## src/rtl/hdmi_video_timing.sv

```systemverilog
// Free-running CEA 720x576p50 / 720x480p60 raster generator, re-phased onto the source by vreset.
// Define HDMI_TIMING_LOCK_EN to add the locked output and its frame-stability counter.
module hdmi_video_timing #(
   parameter int H_RESET_X   = 0,
   parameter int V_RESET_Y   = 0,
   parameter int LOCK_FRAMES = 4
) (
   input  logic       clk,
   input  logic       reset_n,
   input  logic       pix_ce,
   input  logic [1:0] mode,
   input  logic       vreset,
   output logic       hs,
   output logic       vs,
   output logic       de,
   output logic [9:0] x,
   output logic [9:0] y,
`ifdef HDMI_TIMING_LOCK_EN
   output logic       frame_start,
   output logic       locked
`else
   output logic       frame_start
`endif
);

   typedef enum logic {MODE_NTSC = 1'b0, MODE_PAL = 1'b1} video_mode_e;

   // Sync windows are stored as [beg, end) so the output decode is two compares.
   typedef struct packed {
      logic [9:0] h_tot;
      logic [9:0] hs_beg;
      logic [9:0] hs_end;
      logic [9:0] v_tot;
      logic [9:0] v_act;
      logic [9:0] vs_beg;
      logic [9:0] vs_end;
   } raster_t;

   localparam logic [9:0] H_ACT   = 10'd720;
   localparam logic [9:0] RESET_X = 10'(H_RESET_X);
   localparam logic [9:0] RESET_Y = 10'(V_RESET_Y);

   function automatic raster_t raster(input video_mode_e m);
      raster_t r;
      if (m == MODE_PAL)
         r = '{h_tot: 10'd864, hs_beg: 10'd732, hs_end: 10'd796,
               v_tot: 10'd625, v_act: 10'd576, vs_beg: 10'd581, vs_end: 10'd586};
      else
         r = '{h_tot: 10'd858, hs_beg: 10'd736, hs_end: 10'd798,
               v_tot: 10'd525, v_act: 10'd480, vs_beg: 10'd489, vs_end: 10'd495};
      return r;
   endfunction

   video_mode_e cur_mode;
   video_mode_e req_mode;
   video_mode_e mode_nxt;
   raster_t     cur_t;
   raster_t     req_t;
   logic [9:0]  hcnt;
   logic [9:0]  vcnt;
   logic [9:0]  hcnt_nxt;
   logic [9:0]  vcnt_nxt;
   logic        vreset_pend;
   logic        load;
   logic        line_end;
   logic        frame_end;

   assign req_mode = (mode == 2'd0) ? MODE_NTSC : MODE_PAL;

   // NOTE: every signal gets a default at the top of always_comb so no path can infer a latch.
   always_comb begin
      cur_t     = raster(cur_mode);
      req_t     = raster(req_mode);
      load      = vreset | vreset_pend;
      line_end  = hcnt >= cur_t.h_tot - 10'd1;
      frame_end = line_end && (vcnt >= cur_t.v_tot - 10'd1);
      hcnt_nxt  = hcnt + 10'd1;
      vcnt_nxt  = vcnt;
      mode_nxt  = cur_mode;
      if (load) begin
         // Load values are clamped against the raster being switched into.
         hcnt_nxt = (RESET_X >= req_t.h_tot) ? '0 : RESET_X;
         vcnt_nxt = (RESET_Y >= req_t.v_tot) ? '0 : RESET_Y;
         mode_nxt = req_mode;
      end else if (line_end) begin
         hcnt_nxt = '0;
         if (frame_end) begin
            vcnt_nxt = '0;
            mode_nxt = req_mode;
         end else begin
            vcnt_nxt = vcnt + 10'd1;
         end
      end
   end

   // NOTE: sequential state uses non-blocking assignments only, so every register samples pre-edge values.
   always_ff @(posedge clk or negedge reset_n) begin
      if (!reset_n) begin
         hcnt        <= '0;
         vcnt        <= '0;
         cur_mode    <= MODE_PAL;
         vreset_pend <= 1'b0;
         hs          <= 1'b1;
         vs          <= 1'b1;
         de          <= 1'b0;
         x           <= '0;
         y           <= '0;
         frame_start <= 1'b0;
      end else if (pix_ce) begin
         hcnt        <= hcnt_nxt;
         vcnt        <= vcnt_nxt;
         cur_mode    <= mode_nxt;
         vreset_pend <= 1'b0;
         de          <= (hcnt < H_ACT) && (vcnt < cur_t.v_act);
         hs          <= !((hcnt >= cur_t.hs_beg) && (hcnt < cur_t.hs_end));
         vs          <= !((vcnt >= cur_t.vs_beg) && (vcnt < cur_t.vs_end));
         x           <= hcnt;
         y           <= vcnt;
         frame_start <= (hcnt == '0) && (vcnt == '0);
      end else if (vreset) begin
         vreset_pend <= 1'b1;
      end
   end

`ifdef HDMI_TIMING_LOCK_EN
   logic [2:0] lock_cnt;

   always_ff @(posedge clk or negedge reset_n) begin
      if (!reset_n) begin
         lock_cnt <= '0;
         locked   <= 1'b0;
      end else if (vreset || (pix_ce && vreset_pend)) begin
         lock_cnt <= '0;
         locked   <= 1'b0;
      end else if (pix_ce && frame_end && (lock_cnt != 3'd7)) begin
         lock_cnt <= lock_cnt + 3'd1;
         locked   <= (int'(lock_cnt) + 1) >= LOCK_FRAMES;
      end
   end
`endif

endmodule
```

## config.mk

```make
export PLATFORM = sky130hd
export DESIGN_NAME = hdmi_video_timing
export DESIGN_NICKNAME = d
export VERILOG_FILES = /design/src/rtl/hdmi_video_timing.sv
export SDC_FILE = /design/constraint.sdc
export NUM_CORES = 1
export LEC_CHECK = 0
export BUFFER_PORTS_ARGS = -buffer_cell sky130_fd_sc_hd__buf_2
export CORE_MARGIN = 2
export CORE_UTILIZATION = 45
export CTS_BUF_LIST = sky130_fd_sc_hd__clkbuf_2 sky130_fd_sc_hd__clkbuf_4 sky130_fd_sc_hd__clkbuf_8
export CTS_CLUSTER_SIZE = 24
export DETAILED_ROUTE_END_ITERATION = 12
export SETUP_SLACK_MARGIN = 0.1
export SYNTH_ARGS = -nofsm -noshare
export SYNTH_HDL_FRONTEND = slang
export SYNTH_SLANG_ARGS = --single-unit
```

## constraint.sdc

```tcl
create_clock -name clk -period 3.35 [get_ports clk]
set_input_delay 0.335 -clock clk [delete_from_list [all_inputs] [get_ports clk]]
set_output_delay 0.335 -clock clk [all_outputs]
set_load 0.005 [all_outputs]
```

==> implementation parameters <==
Parameter                              Value

GRT
  Largest net degree at the start of global routing ... 47
  Via count of the first global-routing pass ... 1842
  Met3 global-route usage ... 3.67%
  Global routing usage on met2 ... 26.2%
  Busiest metal layer after global routing ... met1
  Aggregate global-route resource usage ... 18.8%
  Initial antenna violation count ... 0
  GR Layer Usage met1 ... 28.6%
  Total gr overflow ... 0
  First-pass GRT wire length ... 9290 um

Setup path
  Crit Reg-Reg Startpoint ... cur_mode
  R2r worst-path depth ... 8
  Delay of the slowest cell on the worst path ... 0.64 ns
  Endpoint arrival time on the critical path ... 2.77 ns
  Sum of buffers and inverters on the critical path ... 1
  CP max stage cell ... sky130_fd_sc_hd__dfstp_2
  Worst reg2reg setup slack ... 0.79 ns
  Cell-by-cell listing of the critical path ... inv_1 -> ha_1 -> nor2b_1 -> o2111ai_1 -> a21oi_1 -> or2_4 -> nand3_2 -> o31ai_1
  Kind of cell with the highest combined delay on the critical path ... compound AO/OA/AOI/OAI gates
  Type of origin of the critical path ... flip-flop
  Number of cells on the critical path ... 8
  WP data required ... 3.56 ns
  Critical path class ... reg -> reg
  Worst Path Max Fanout ... 13
  Nature of the critical path endpoint ... flip-flop
  Launch point of the worst path ... cur_mode

Die
  Die width ... 81.3 um
  Die footprint ... 6610 um^2
  Row count ... 28
  Starting density of the core ... 46.0%
  Floorplan Core Area ... 5850 um^2
  DIE HEIGHT ... 81.3 um
  Number of ports placed on the die boundary ... 30

STA
  RSZ-0062 raised after global routing ... no
  Transition time at the pin with the least slew margin ... 1.00 ns
  Setup-violating endpoint count in the final report ... 0
  Min setup slack post-route ... 0.791 ns
  Setup Total Neg Slack ... 0 ns
  Final Hold Viols ... 0
  Post-route minimum period ... 2.56 ns
  Relative max-transition margin ... 33.2%
  Worst setup skew after layout ... 0.0121 ns
  Number of slew-limit violations in the final report ... 0
  Final period util ... 76.4%
  Maximum operating frequency ... 0.391 GHz
  Worst Hold Margin ... 0.194 ns

Detailed routing
  Average wire per standard cell ... 15.5 um
  Routed WL ... 5570 um
  Residual antenna-violating net count after detailed routing ... 0
  Vias after detailed routing ... 1978
  Drt drc ... 0
  Number of vias per cell after detailed routing ... 5.53
  Number of DRC markers after the initial detailed-route iteration ... 121
  First-pass iteration count of the detailed router ... 4

Layout
  Final cell count without fillers ... 358
  Number of nets in the final layout ... 313
  Filler cell count in the final layout ... 548
  Area used by multi-input combinational logic ... 1400 um^2
  Final standard cell area without fillers ... 2950 um^2
  N_diodes ... 0
  Area Growth Syn to Fin ... 9.81%
  Total area of sequential cells ... 1150 um^2
  Fraction of layout cells with a size suffix above 1 ... 25.8%

Placement
  Number of instances in the placed design ... 350
  Area of placed instances ... 2860 um^2
  Detail Placement HPWL ... 3880 um
  Worst setup slack after placement ... 0.827 ns
  Placer Congestion ... 0.817
  Number of port buffers ... 29

Pwr
  Internal power summed over all cells ... 0.844 mW
  Proportion of power drawn by combinational gates ... 16.1%
  Power spent charging and discharging nets ... 0.331 mW
  Worst voltage drop across the vdd grid ... 0.245 mV
  Share of power burned in the clock network ... 30.4%
  Cell leakage power ... 1.44 nW
  Relative contribution of sequential cells to total power ... 53.5%
  Switching share of power ... 28.2%
  Total power per unit cell area ... 398 nW/um^2

CTS
  H-tree depth ... 2
  Post-CTS setup-driven buffer insertion count ... 0
  Clk Tree Root Cell ... sky130_fd_sc_hd__clkbuf_8
  Cells resized by post-CTS repair ... 0
  Later-pin clock latency in the skew report ... 0.31 ns
  Cts-stage hold buffer count ... 0
  Cts bufs inserted ... 5
  Clock-pin slew reported for the worst setup and hold paths after clock tree synthesis ... 0.09 ns
  Worst-case clock buffer depth ... 2
  CTS tree ... built
  Sinks on the clock net ... 46

Synthesis
  Net count after synthesis ... 292
  Count of different cell masters after synthesis ... 53
  Cell area after synthesis ... 2690 um^2
  Synthesized flop and latch total ... 46
  Number of synthesized flops with an enable pin ... 0
  Portion of synthesized cell area occupied by the leading cell type ... 40.0%
  Synthesized area per cell ... 10.3 um^2
  Cell types with the largest area share after synthesis ... sky130_fd_sc_hd__dfrtp_1 (40%), sky130_fd_sc_hd__ha_1 (12%), sky130_fd_sc_hd__mux2_2 (8.0%)
  Cell count after synthesis ... 261
  Sequential fraction of the synthesis area ... 42.9%
  Top cells by instance count after synthesis ... sky130_fd_sc_hd__dfrtp_1 (43), sky130_fd_sc_hd__ha_1 (25), sky130_fd_sc_hd__nand2_1 (22), sky130_fd_sc_hd__mux2_2 (19), sky130_fd_sc_hd__nor2_1 (17)
  Warning count from the yosys run ... 0
  Share of synthesized flip-flops with an asynchronous set or reset ... 100%
  Ys flop type ... sky130_fd_sc_hd__dfrtp_1
  Cell with the most instances after synthesis ... sky130_fd_sc_hd__dfrtp_1
  Cell type with the highest aggregate area in the netlist ... sky130_fd_sc_hd__dfrtp_1

Run
  Max_cap viols ... 0

Min path
  Class of the worst hold path ... in -> async

Run status
  Result of the run ... finished clean
[routing by layer]
metal	vias to the layer above	share of wire, %	routed length, um
li1	973	-	-
met1	953	51	2820
met3	8	4.3	240
met5	-	0	0
met2	44	43	2390
met4	0	2.0	110
[final timing paths]
path,end
max,vcnt[3]
min,y[3]
max reg2reg,vcnt[3]
min reg2reg,hs
max in group asynchronous,de
min in group clk,vreset_pend
[power groups by stage]
stage,Sequential [mW],Combinational [mW],Clock [mW]
floorplan,0.625,0.136,0
global placement,0.639,0.191,0
detailed placement,0.640,0.192,0
CTS,0.630,0.193,0.370
global route,0.636,0.220,0.389
finish,0.629,0.189,0.357
[cells in the final DEF (no fill, tap or decap), types with 3 or more instances in the layout]
master / Yosys / routed
sky130_fd_sc_hd__a21oi_1: 10 / 10
sky130_fd_sc_hd__a2bb2oi_1: 3 / 3
sky130_fd_sc_hd__a31oi_1: 5 / 5
sky130_fd_sc_hd__buf_2: 7 / 29
sky130_fd_sc_hd__clkbuf_8: 0 / 6
sky130_fd_sc_hd__dfrtp_1: 43 / 43
sky130_fd_sc_hd__dfstp_2: 3 / 3
sky130_fd_sc_hd__ha_1: 25 / 25
sky130_fd_sc_hd__inv_1: 14 / 14
sky130_fd_sc_hd__mux2_2: 19 / 19
sky130_fd_sc_hd__nand2_1: 22 / 22
sky130_fd_sc_hd__nand3_1: 10 / 10
sky130_fd_sc_hd__nand4_1: 4 / 4
sky130_fd_sc_hd__nor2_1: 17 / 17
sky130_fd_sc_hd__nor3_1: 6 / 6
sky130_fd_sc_hd__nor4_1: 3 / 3
sky130_fd_sc_hd__o2111ai_1: 3 / 3
sky130_fd_sc_hd__o21a_1: 3 / 3
sky130_fd_sc_hd__o21ai_0: 8 / 8
sky130_fd_sc_hd__o21ai_1: 3 / 3
sky130_fd_sc_hd__o22ai_1: 4 / 4
sky130_fd_sc_hd__o31ai_1: 4 / 4
sky130_fd_sc_hd__xor2_1: 4 / 4
[layout make-up]
type | instances | area share [%]
Clock inverter | 1 | 0.169
Multi-Input combinational cell | 183 | 47.2
Timing Repair Buffer | 30 | 5.17
Sequential cell | 46 | 39.1
Inverter | 16 | 2.12
Tap cell | 75 | 3.18
Clock buffer | 7 | 3.05
[through the flow]
| step | util [%] | total power, mW |
|---|---|---|
| floorplan | - | 0.762 |
| global placement | 48.9 | 0.830 |
| detailed placement | 48.9 | 0.832 |
| CTS | 50.5 | 1.19 |
| global route | 50.5 | 1.24 |
| finish | 50.5 | 1.18 |
[sequential cells by signal, indices dropped and copies added, names as in the netlist]
register / count
hs: 1
frame_start: 1
x: 10
hcnt: 10
vs: 1
cur_mode: 1
de: 1
vcnt: 10
vreset_pend: 1
y: 10
[cells by family (layout without fill, tap and decap cells)]
group / Yosys count / count (layout) / share of synthesized area [%]
AND/OR/NAND/NOR: 77 / 77 / 15.2
adder cells (fa/ha/maj): 25 / 25 / 11.6
buffers and inverters: 32 / 54 / 5.21
AO/OA/AOI/OAI: 56 / 56 / 15.1
flip-flops: 46 / 46 / 42.9
multiplexers: 20 / 20 / 8.33
XOR/XNOR: 5 / 5 / 1.63
(Power assumes the default switching activity.)
